## src/rtl/ub_dma_pkg.sv

```systemverilog
// Shared types for the UnifiedBuffer DMA burst sequencer.
// Holds the FSM state encoding and the command direction codes.
package ub_dma_pkg;

  typedef enum logic [2:0] {
    IDLE,
    WRITE,
    READ,
    DRAIN,
    DONE
  } seq_state_t;

  localparam logic DIR_WR = 1'b0;
  localparam logic DIR_RD = 1'b1;

endpackage

```

## src/rtl/ub_dma_sequencer_if.sv

```systemverilog
// Bundle of the command, write-stream, read-stream and UB DMA port signals.
// Ports: cmd_* (command offer), wr_* (DRAM->UB stream), rd_* (UB->DRAM stream),
//        ub_* (UB DMA port), busy/done (status). slave = sequencer, master = its environment.
interface ub_dma_sequencer_if #(
  parameter int DATA_W = 32,
  parameter int ADDR_W = 10,
  parameter int LEN_W  = 11
);

  logic              cmd_valid;
  logic              cmd_ready;
  logic              cmd_dir;
  logic [ADDR_W-1:0] cmd_addr;
  logic [LEN_W-1:0]  cmd_len;
  logic              wr_valid;
  logic              wr_ready;
  logic [DATA_W-1:0] wr_data;
  logic              rd_valid;
  logic              rd_ready;
  logic [DATA_W-1:0] rd_data;
  logic              ub_write_en;
  logic              ub_read_en;
  logic [ADDR_W-1:0] ub_addr;
  logic [DATA_W-1:0] ub_wdata;
  logic [DATA_W-1:0] ub_rdata;
  logic              busy;
  logic              done;

  modport slave (
    input  cmd_valid, cmd_dir, cmd_addr, cmd_len,
    input  wr_valid, wr_data, rd_ready, ub_rdata,
    output cmd_ready, wr_ready, rd_valid, rd_data,
    output ub_write_en, ub_read_en, ub_addr, ub_wdata,
    output busy, done
  );

  modport master (
    output cmd_valid, cmd_dir, cmd_addr, cmd_len,
    output wr_valid, wr_data, rd_ready, ub_rdata,
    input  cmd_ready, wr_ready, rd_valid, rd_data,
    input  ub_write_en, ub_read_en, ub_addr, ub_wdata,
    input  busy, done
  );

endinterface

```

## src/rtl/ub_rd_skid.sv

```systemverilog
// Two-entry read-return FIFO with push/pop/count and asynchronous reset.
// Ports: i_push/i_data (UB return word), i_pop (consumer take), o_valid/o_data (head), o_count.
module ub_rd_skid #(
  parameter int DATA_W = 32
) (
  input  logic              clk,
  input  logic              reset,
  input  logic              i_push,
  input  logic [DATA_W-1:0] i_data,
  input  logic              i_pop,
  output logic              o_valid,
  output logic [DATA_W-1:0] o_data,
  output logic [1:0]        o_count
);

  logic [DATA_W-1:0] r_mem [2];
  logic              r_wptr;
  logic              r_rptr;
  logic [1:0]        r_count;

  logic w_empty;
  logic w_bypass;
  logic w_wr;
  logic w_rd;

  // An empty FIFO passes the returning word straight through, so a
  // word arriving and leaving in the same cycle never occupies a slot.
  assign w_empty  = (r_count == 2'd0);
  assign w_bypass = w_empty & i_push & i_pop;
  assign w_wr     = i_push & ~w_bypass;
  assign w_rd     = i_pop & ~w_empty;

  assign o_valid = ~w_empty | i_push;
  assign o_data  = ~w_empty ? r_mem[r_rptr]
                 : (i_push ? i_data : '0);
  assign o_count = r_count;

  always_ff @(posedge clk) begin
    if (w_wr) r_mem[r_wptr] <= i_data;
  end

  always_ff @(posedge clk or posedge reset) begin
    if (reset) begin
      r_wptr  <= 1'b0;
      r_rptr  <= 1'b0;
      r_count <= 2'd0;
    end else begin
      if (w_wr) r_wptr <= ~r_wptr;
      if (w_rd) r_rptr <= ~r_rptr;
      r_count <= r_count + {1'b0, w_wr} - {1'b0, w_rd};
    end
  end

endmodule

```

## src/rtl/ub_dma_sequencer.sv

```systemverilog
// Burst sequencer between the DRAM-side streams and the UnifiedBuffer DMA port.
// Ports: clk, reset (async, active-high), bus (ub_dma_sequencer_if.slave).
module ub_dma_sequencer
  import ub_dma_pkg::*;
#(
  parameter int DATA_W = 32,
  parameter int ADDR_W = 10,
  parameter int LEN_W  = 11
) (
  input logic            clk,
  input logic            reset,
  ub_dma_sequencer_if.slave bus
);

  seq_state_t        r_state;
  seq_state_t        w_next;
  logic [ADDR_W-1:0] r_addr;
  logic [LEN_W-1:0]  r_rem;
  logic              r_inflight;

  logic              w_accept;
  logic              w_wr_fire;
  logic              w_rd_issue;
  logic              w_last;
  logic              w_pop;
  logic              w_fifo_valid;
  logic [DATA_W-1:0] w_fifo_data;
  logic [1:0]        w_count;

  assign w_accept  = bus.cmd_valid & (r_state == IDLE);
  assign w_wr_fire = (r_state == WRITE) & bus.wr_valid;
  // Credit check: FIFO words plus the read still in the UB pipe
  // must leave room for the word this issue will return.
  assign w_rd_issue = (r_state == READ) &
    (({1'b0, w_count} + {2'b00, r_inflight}) < 3'd2);
  assign w_last = (r_rem == LEN_W'(1));
  assign w_pop  = w_fifo_valid & bus.rd_ready;

  ub_rd_skid #(.DATA_W(DATA_W)) u_skid (
    .clk     (clk),
    .reset   (reset),
    .i_push  (r_inflight),
    .i_data  (bus.ub_rdata),
    .i_pop   (w_pop),
    .o_valid (w_fifo_valid),
    .o_data  (w_fifo_data),
    .o_count (w_count)
  );

  always_ff @(posedge clk or posedge reset) begin
    if (reset) r_state <= IDLE;
    else       r_state <= w_next;
  end

  always_ff @(posedge clk or posedge reset) begin
    if (reset) begin
      r_addr     <= '0;
      r_rem      <= '0;
      r_inflight <= 1'b0;
    end else begin
      r_inflight <= w_rd_issue;
      if (w_accept) begin
        r_addr <= bus.cmd_addr;
        r_rem  <= bus.cmd_len;
      end else if (w_wr_fire | w_rd_issue) begin
        r_addr <= r_addr + ADDR_W'(1);
        r_rem  <= r_rem - LEN_W'(1);
      end
    end
  end

  always_comb begin
    w_next = r_state;
    unique case (r_state)
      IDLE: begin
        if (w_accept) begin
          if (bus.cmd_len == '0)          w_next = DONE;
          else if (bus.cmd_dir == DIR_RD) w_next = READ;
          else                            w_next = WRITE;
        end
      end
      WRITE: if (w_wr_fire & w_last)  w_next = DONE;
      READ:  if (w_rd_issue & w_last) w_next = DRAIN;
      DRAIN: begin
        if (!r_inflight && w_count == 2'd0) w_next = DONE;
      end
      DONE:    w_next = IDLE;
      default: w_next = IDLE;
    endcase
  end

  always_comb begin
    bus.cmd_ready   = (r_state == IDLE);
    bus.busy        = (r_state != IDLE);
    bus.done        = (r_state == DONE);
    bus.wr_ready    = (r_state == WRITE);
    bus.ub_write_en = w_wr_fire;
    bus.ub_read_en  = w_rd_issue;
    bus.ub_addr     = '0;
    bus.ub_wdata    = '0;
    bus.rd_valid    = w_fifo_valid;
    bus.rd_data     = w_fifo_data;
    if (w_wr_fire | w_rd_issue) bus.ub_addr = r_addr;
    if (w_wr_fire)              bus.ub_wdata = bus.wr_data;
  end

endmodule
```

## src/flat_wrapper.sv

```systemverilog
// flat-port wrapper written by rule: the top's interface ports become plain ports
module ub_dma_sequencer_flat import ub_dma_pkg::*;
#(
  parameter int DATA_W = 32,
  parameter int ADDR_W = 10,
  parameter int LEN_W  = 11
)
  (clk, reset, bus_cmd_valid, bus_cmd_dir, bus_cmd_addr, bus_cmd_len, bus_wr_valid, bus_wr_data, bus_rd_ready, bus_ub_rdata, bus_cmd_ready, bus_wr_ready, bus_rd_valid, bus_rd_data, bus_ub_write_en, bus_ub_read_en, bus_ub_addr, bus_ub_wdata, bus_busy, bus_done);
  ub_dma_sequencer_if #(.DATA_W(DATA_W), .ADDR_W(ADDR_W), .LEN_W(LEN_W)) bus_i ();
  input logic clk;
  input logic reset;
  input wire logic [$bits(bus_i.cmd_valid)-1:0] bus_cmd_valid;
  input wire logic [$bits(bus_i.cmd_dir)-1:0] bus_cmd_dir;
  input wire logic [$bits(bus_i.cmd_addr)-1:0] bus_cmd_addr;
  input wire logic [$bits(bus_i.cmd_len)-1:0] bus_cmd_len;
  input wire logic [$bits(bus_i.wr_valid)-1:0] bus_wr_valid;
  input wire logic [$bits(bus_i.wr_data)-1:0] bus_wr_data;
  input wire logic [$bits(bus_i.rd_ready)-1:0] bus_rd_ready;
  input wire logic [$bits(bus_i.ub_rdata)-1:0] bus_ub_rdata;
  output wire logic [$bits(bus_i.cmd_ready)-1:0] bus_cmd_ready;
  output wire logic [$bits(bus_i.wr_ready)-1:0] bus_wr_ready;
  output wire logic [$bits(bus_i.rd_valid)-1:0] bus_rd_valid;
  output wire logic [$bits(bus_i.rd_data)-1:0] bus_rd_data;
  output wire logic [$bits(bus_i.ub_write_en)-1:0] bus_ub_write_en;
  output wire logic [$bits(bus_i.ub_read_en)-1:0] bus_ub_read_en;
  output wire logic [$bits(bus_i.ub_addr)-1:0] bus_ub_addr;
  output wire logic [$bits(bus_i.ub_wdata)-1:0] bus_ub_wdata;
  output wire logic [$bits(bus_i.busy)-1:0] bus_busy;
  output wire logic [$bits(bus_i.done)-1:0] bus_done;
  assign bus_i.cmd_valid = bus_cmd_valid;
  assign bus_i.cmd_dir = bus_cmd_dir;
  assign bus_i.cmd_addr = bus_cmd_addr;
  assign bus_i.cmd_len = bus_cmd_len;
  assign bus_i.wr_valid = bus_wr_valid;
  assign bus_i.wr_data = bus_wr_data;
  assign bus_i.rd_ready = bus_rd_ready;
  assign bus_i.ub_rdata = bus_ub_rdata;
  assign bus_cmd_ready = bus_i.cmd_ready;
  assign bus_wr_ready = bus_i.wr_ready;
  assign bus_rd_valid = bus_i.rd_valid;
  assign bus_rd_data = bus_i.rd_data;
  assign bus_ub_write_en = bus_i.ub_write_en;
  assign bus_ub_read_en = bus_i.ub_read_en;
  assign bus_ub_addr = bus_i.ub_addr;
  assign bus_ub_wdata = bus_i.ub_wdata;
  assign bus_busy = bus_i.busy;
  assign bus_done = bus_i.done;
  ub_dma_sequencer #(.DATA_W(DATA_W), .ADDR_W(ADDR_W), .LEN_W(LEN_W)) u_core (.clk(clk), .reset(reset), .bus(bus_i));
endmodule
```

## config.mk

```make
export PLATFORM = sky130hd
export DESIGN_NAME = ub_dma_sequencer_flat
export DESIGN_NICKNAME = d
export VERILOG_FILES = /design/src/rtl/ub_dma_pkg.sv /design/src/rtl/ub_dma_sequencer_if.sv /design/src/rtl/ub_rd_skid.sv /design/src/rtl/ub_dma_sequencer.sv /design/src/flat_wrapper.sv
export SDC_FILE = /design/constraint.sdc
export NUM_CORES = 1
export LEC_CHECK = 0
export BUFFER_PORTS_ARGS = -buffer_cell sky130_fd_sc_hd__buf_2
export CAP_MARGIN = 10
export CORE_UTILIZATION = 40
export DETAILED_ROUTE_END_ITERATION = 12
export PLACE_DENSITY = 0.77
export SLEW_MARGIN = 15
export SYNTH_ARGS = -nofsm -noshare
export SYNTH_HDL_FRONTEND = slang
export SYNTH_HIERARCHICAL = 1
export SYNTH_SLANG_ARGS = --single-unit
```

## constraint.sdc

```tcl
create_clock -name clk -period 4.01 [get_ports clk]
set_input_delay 0.401 -clock clk [delete_from_list [all_inputs] [get_ports clk]]
set_output_delay 0.401 -clock clk [all_outputs]
set_load 0.005 [all_outputs]
```

==> results of run 1 <==
-- where the power goes --
part / internal (mW) / leakage, nW / switching [mW] / total, mW
Combinational: 0.904 / 1.53 / 1.00 / 1.91
Sequential: 1.20 / 0.930 / 0.310 / 1.51
Clock: 0.489 / 0.140 / 0.362 / 0.851
Total: 2.59 / 2.60 / 1.68 / 4.27
-- layout make-up --
class / count / area, um^2 / share of cell area (%)
Antenna cell: 1 / 2.50 / 0.0401
Clock buffer: 10 / 229 / 3.67
Clock inverter: 6 / 71.3 / 1.14
Inverter: 9 / 33.8 / 0.542
Multi-Input combinational cell: 286 / 2120 / 34.0
Sequential cell: 93 / 2650 / 42.5
Tap cell: 168 / 210 / 3.37
Timing Repair Buffer: 179 / 918 / 14.7
-- timing repair --
item                                   4_1_cts  5_1_grt
endpoints found under the hold margin        4        0
setup buffers                                0        0
hold buffers                                 1        0
-- layer usage --
| layer | vias up | global-route usage [%] | part of all wire [%] |
|---|---|---|---|
| li1 | 1929 | - | - |
| met1 | 1916 | 25.9 | 44 |
| met2 | 125 | 31.1 | 48 |
| met3 | 9 | 4.30 | 6.8 |
| met4 | 2 | 5.88 | 0.70 |
| met5 | - | 0 | 0.11 |
-- worst max-delay path: stages (launching register included) --
cell and delay, ns:
dfrtp_1 0.73, buf_4 0.37, a21oi_1 0.19, a21oi_2 0.75, nor2_1 0.10, buf_2 0.16
-- sequential cells by signal (all words and copies together), names as in the netlist --
name,flops
u_core/r_rem,11
u_core/r_addr,10
u_core/r_inflight,1
u_core/u_skid/r_mem,64
u_core/r_state,3
u_core/u_skid/r_wptr,1
u_core/u_skid/r_rptr,1
u_core/u_skid/o_count,2
-- cell families (layout without fill, tap and decap cells) --
group / Yosys count / in the layout / synth area share [%]
and+or+nand+nor: 130 / 130 / 15.8
AOI/OAI and AO/OA: 115 / 115 / 17.9
DFF: 93 / 93 / 53.1
buffers and inverters: 45 / 204 / 4.84
muxes: 33 / 33 / 6.62
adders and majority gates: 5 / 5 / 1.25
xor gates and xnor gates: 3 / 3 / 0.527
other: 0 / 1 / 0
-- per-stage QoR --
stage | hold slack [ns] | instances
after CTS | 0.259 | 751
after floorplan | 0.167 | 424
after global placement | 0.324 | 734
after global routing | 0.255 | 751
final | 0.269 | 752
after detailed placement | 0.323 | 734
-- worst min path at each step --
stage	start	depth (start not counted)	end
finish	bus_ub_rdata[10]	1	u_core/u_skid/r_mem[0][10]$_DFFE_PP_
global route	bus_ub_rdata[0]	1	u_core/u_skid/r_mem[1][0]$_DFFE_PP_
CTS	bus_cmd_addr[0]	3	u_core/r_addr[0]$_DFFE_PP0P_
detailed placement	reset	2	u_core/u_skid/r_wptr$_DFFE_PP0P_
global placement	reset	2	u_core/u_skid/r_wptr$_DFFE_PP0P_
floorplan	reset	1	u_core/u_skid/o_count[0]$_DFF_PP0_
-- Yosys cell counts (2+ instances only) --
cell,count
or4_1,2
a21oi_2,31
nor2_1,12
a21o_1,3
buf_4,4
a221o_1,10
a31oi_1,3
o21ai_0,11
nand2_1,14
ha_1,5
nor3b_1,6
buf_6,6
o221ai_1,2
dfrtp_1,29
buf_2,9
a211oi_1,33
edfxtp_1,64
a211o_1,2
or3b_2,2
clkbuf_1,16
o211ai_1,3
xnor2_1,3
o311ai_0,2
or2_2,2
or3_1,7
a21oi_1,7
nor3_1,9
nand2b_1,5
nand3_1,5
mux2i_1,33
and2_1,41
inv_1,9
o31ai_1,2
nor4_1,11
==> impl_metrics.env, run 1 <==
export IMPL_status="finished clean"
export IMPL_ys_seq_area_share_pct=53.1
export IMPL_row_count=40
export IMPL_antenna_found_initial=2
export IMPL_timing_worst_setup_path_type="flop to output port"
export IMPL_final_nets=674
export IMPL_final_antenna_net_count=0
export IMPL_r2r_cells=6
export IMPL_cts_resized=0
export IMPL_die_h_um=114
export IMPL_wl_per_cell_um=16.4
export IMPL_grt_start_max_net_pins=34
export IMPL_irDropWorstVdd_mv=0.290
export IMPL_vias=3981
export IMPL_slew_headroom_pct=33.5
export IMPL_clockBufferDepth=2
export IMPL_wl_mm=12.3
export IMPL_yosys_register_bits=93
export IMPL_setup_violations=0
export IMPL_core_area_um2=12100
export IMPL_powerDensity_nw_per_um2=685
export IMPL_final_common_cell="buf_2"
export IMPL_worstPathMaxFanout=22
export IMPL_rr_endpoint="u_core/r_rem[2]$_DFFE_PP0P_"
export IMPL_startpoint_type="flop"
export IMPL_ff2ff_setup_slack_ns=1.25
export IMPL_h_tree_depth=3
export IMPL_cp_arrival_ns=2.65
export IMPL_grt_pass1_vias=3784
export IMPL_drive_gt1_share_pct=41.0
export IMPL_synth_cells=424
export IMPL_yosys_top_cells_area="edfxtp_1 39%, dfrtp_1 15%, mux2i_1 6.6%"
export IMPL_synth_cell_types=55
export IMPL_tightest_slew_ns=0.995
export IMPL_die_w_um=114
export IMPL_final_hold_viol_count=0
export IMPL_ys_warnings_count=6
export IMPL_place_area_um2=5920
export IMPL_area_delta_synth_final_pct=25.0
export IMPL_drtIter0Drc=210
export IMPL_nFillCells=1052
export IMPL_mostFrequentLayoutCells="171 x buf_2, 64 x edfxtp_1, 41 x and2_1"
export IMPL_dp_hpwl_mm=8.71
export IMPL_clk_latency_ns=0.34
export IMPL_fin_area_um2=6240
export IMPL_drv_cap=0
export IMPL_crit_end="bus_ub_addr[6]"
export IMPL_drtPass1Iterations=4
export IMPL_critPathLaunch="u_core/r_inflight$_DFF_PP0_"
export IMPL_yosysTopAreaCellShare_pct=38.5
export IMPL_finalCriticalPeriod_ns=3.05
export IMPL_setup_tns_ns=0
export IMPL_clk_pin_slew_ns=0.07
export IMPL_r2r_start="u_core/r_inflight$_DFF_PP0_"
export IMPL_die_area_um2=12900
export IMPL_cts_tree="yes"
export IMPL_start_util_pct=41.4
export IMPL_crit_required_ns=3.61
export IMPL_grt_setup_unrepaired="false"
export IMPL_synth_avg_cell_area_um2=11.8
export IMPL_grt_pass1_wl_mm=19.3
export IMPL_overflow=0
export IMPL_post_place_ws_ns=1.28
export IMPL_clock_sinks=93
export IMPL_numCtsBuffers=9
export IMPL_fmax_mhz=328
export IMPL_p_leak_nw=2.60
export IMPL_synthesis_area_um2=4990
export IMPL_yosys_area_top_type="edfxtp_1"
export IMPL_grt_use_total_pct=19.3
export IMPL_synth_edff_count=64
export IMPL_slew_violations=0
export IMPL_avgViaCountPerCell=5.29
export IMPL_ys_flop_type="edfxtp_1"
export IMPL_gp_congestion=0.829
export IMPL_finalCritPeriodShare_pct=76.1
export IMPL_syn_nets=520
export IMPL_async_reset_ff_share_pct=31.2
export IMPL_ios=172
export IMPL_crit_path_end_kind="output port"
export IMPL_drc=0
export IMPL_utilization_pct=51.7
export IMPL_setup_ws_ns=0.957
export IMPL_portBuffers=171
export IMPL_p_total_mw=4.27
export IMPL_cts_root_buf="clkbuf_16"
export IMPL_worst_clock_skew_ns=0.00939
export IMPL_hold_class="input port to flop"
Note: power is estimated with default switching activity, not from simulation.
==> run 2: changes to the inputs <==
ABC_AREA = 1   (was not set)
clock period = 2.9 ns   (was 4.01 ns; I/O delays follow)
==> impl_metrics.env, run 2 <==
export IMPL_synth_top_family_by_area="simple AND/OR/NAND/NOR gates"
export IMPL_yosysMostFrequentCell="nand2_1"
export IMPL_cts_tree="yes"
export IMPL_largest_register_ffs=64
export IMPL_whs_ns=0.156
export IMPL_ios=172
export IMPL_gp_congestion=0.846
export IMPL_synth_compound_area_share_pct=7.56
export IMPL_antenna_found_initial=1
export IMPL_top_register="u_core/u_skid/r_mem"
export IMPL_drv_cap=0
export IMPL_die_w_um=117
export IMPL_dp_hpwl_mm=8.53
export IMPL_finalCriticalPeriod_ns=2.39
export IMPL_final_nets=898
export IMPL_yosys_area_share_simple_pct=27.7
export IMPL_synth_xor_area_share_pct=2.00
export IMPL_clk_latency_ns=0.34
export IMPL_cp_arrival_ns=2.43
export IMPL_tightest_slew_ns=0.972
export IMPL_ff2ff_setup_slack_ns=0.51
export IMPL_fin_area_um2=6520
export IMPL_irDropWorstVdd_mv=0.434
export IMPL_vias=4468
export IMPL_worst_clock_skew_ns=0.00670
export IMPL_yosys_top_cells_area="edfxtp_1 37%, dfrtp_1 14%, nand2_1 11%"
export IMPL_place_area_um2=6220
export IMPL_wl_mm=11.7
export IMPL_setup_violations=0
export IMPL_synth_edff_count=64
export IMPL_final_hold_viol_count=0
export IMPL_mostFrequentLayoutCells="171 x buf_2, 156 x nand2_1, 105 x inv_1"
export IMPL_instances_no_fill=979
export IMPL_cts_resized=0
export IMPL_hold_class="input port to flop"
export IMPL_cts_root_buf="clkbuf_16"
export IMPL_die_h_um=117
export IMPL_ys_seq_area_share_pct=50.5
export IMPL_yosys_register_bits=93
export IMPL_yosys_top_cells_count="156 x nand2_1, 106 x inv_1, 101 x nor2_1"
export IMPL_row_count=41
export IMPL_grt_start_max_net_pins=39
export IMPL_dp_cells=962
export IMPL_synth_cell_types=31
export IMPL_clk_pin_slew_ns=0.06
export IMPL_grt_setup_unrepaired="false"
export IMPL_slew_headroom_pct=35.1
export IMPL_area_delta_synth_final_pct=24.4
export IMPL_worstPathMaxFanout=33
export IMPL_start_util_pct=41.2
export IMPL_final_common_cell="buf_2"
export IMPL_synth_avg_cell_area_um2=8.23
export IMPL_overflow=0
export IMPL_grt_pass1_wl_mm=18.1
export IMPL_setup_ws_ns=0.510
export IMPL_yosysTopAreaCellShare_pct=36.6
export IMPL_fmax_mhz=418
export IMPL_core_area_um2=12700
export IMPL_yosys_area_top_type="edfxtp_1"
export IMPL_powerDensity_nw_per_um2=948
export IMPL_drtIter0Drc=158
export IMPL_reg_top3="u_core/u_skid/r_mem (64), u_core/r_rem (11), u_core/r_addr (10)"
export IMPL_drtPass1Iterations=4
export IMPL_clock_sinks=93
export IMPL_final_antenna_net_count=0
export IMPL_ys_flop_type="edfxtp_1"
export IMPL_wl_per_cell_um=11.9
export IMPL_drive_gt1_share_pct=30.3
export IMPL_status="finished clean"
export IMPL_ys_warnings_count=6
export IMPL_syn_nets=733
export IMPL_async_reset_ff_share_pct=31.2
export IMPL_muxShareOfSynthArea_pct=0
export IMPL_synthesis_area_um2=5250
export IMPL_crit_path_end_kind="flop"
export IMPL_p_leak_nw=3.35
export IMPL_portBuffers=171
export IMPL_startpoint_type="flop"
export IMPL_timing_worst_setup_path_type="flop to flop"
export IMPL_post_place_ws_ns=0.517
export IMPL_avgViaCountPerCell=4.56
export IMPL_slew_violations=0
export IMPL_finalCritPeriodShare_pct=82.4
export IMPL_h_tree_depth=3
export IMPL_clockBufferDepth=2
export IMPL_p_total_mw=6.18
export IMPL_crit_required_ns=2.94
export IMPL_setup_tns_ns=0
export IMPL_utilization_pct=51.3
export IMPL_drc=0
export IMPL_yosys_area_share_adder_pct=1.19
export IMPL_grt_pass1_vias=3874
export IMPL_synth_cells=637
export IMPL_grt_use_total_pct=17.3
export IMPL_numCtsBuffers=9
export IMPL_die_area_um2=13600
-- run 2: final cells by class --
class	instances	area (um^2)
diodes	1	2.50
clock buffers	9	225
clock inverters	6	65.1
fillers	1223	6200
inverters	110	413
multi-input cells	409	2020
flip-flops and latches	93	2650
well taps	172	215
repair buffers	179	931
-- run 2: logic make-up after synthesis --
| group | Yosys count |
|---|---|
| AO/OA/AOI/OAI | 53 |
| XOR/XNOR | 12 |
| adder cells (fa/ha/maj) | 5 |
| buffers and inverters | 135 |
| flip-flops | 93 |
| AND/OR/NAND/NOR | 339 |
-- run 2: power breakdown --
part / leakage, nW / switching [mW] / total (mW) / internal (mW)
logic: 2.28 / 1.81 / 2.96 / 1.14
clock network: 0.137 / 0.489 / 1.15 / 0.662
registers: 0.938 / 0.283 / 2.08 / 1.79
total: 3.35 / 2.58 / 6.18 / 3.60
-- run 2: what timing repair did --
action | CTS | global route
setup endpoints to repair | 0 | 0
endpoints found under the hold margin | 4 | 0
buffers inserted | 0 | 0
hold buffers | 1 | 0
-- run 2: path summary, 6_finish.rpt --
kind,start,to,cells after the start
setup / recovery,u_core/u_skid/o_count[1]$_DFF_PP0_,u_core/u_skid/r_mem[0][17]$_DFFE_PP_,9
hold / removal,bus_ub_rdata[31],u_core/u_skid/r_mem[0][31]$_DFFE_PP_,1
setup reg to reg,u_core/u_skid/o_count[1]$_DFF_PP0_,u_core/u_skid/r_mem[0][17]$_DFFE_PP_,9
hold reg to reg,u_core/u_skid/r_wptr$_DFFE_PP0P_,u_core/u_skid/r_wptr$_DFFE_PP0P_,2
max in group asynchronous,reset,u_core/r_state[2]$_DFFE_PP0P_,3
min in group asynchronous,reset,u_core/u_skid/o_count[1]$_DFF_PP0_,3
-- run 2: worst max-delay path: stages (launching register included) --
cell and delay, ns:
dfrtp_1 0.48, inv_2 0.11, nand2_4 0.20, or2_2 0.36
nand2_1 0.07, inv_1 0.04, nand2_1 0.08, nand3_1 0.09
inv_1 0.36, buf_4 0.30
-- run 2: metal layers --
metal	GRT usage (%)	up-vias	wire length, um
met2	29.4	143	5700
met5	0	-	0
met4	4.02	0	125
met3	4.05	11	615
li1	-	2324	-
met1	22.2	1990	5210
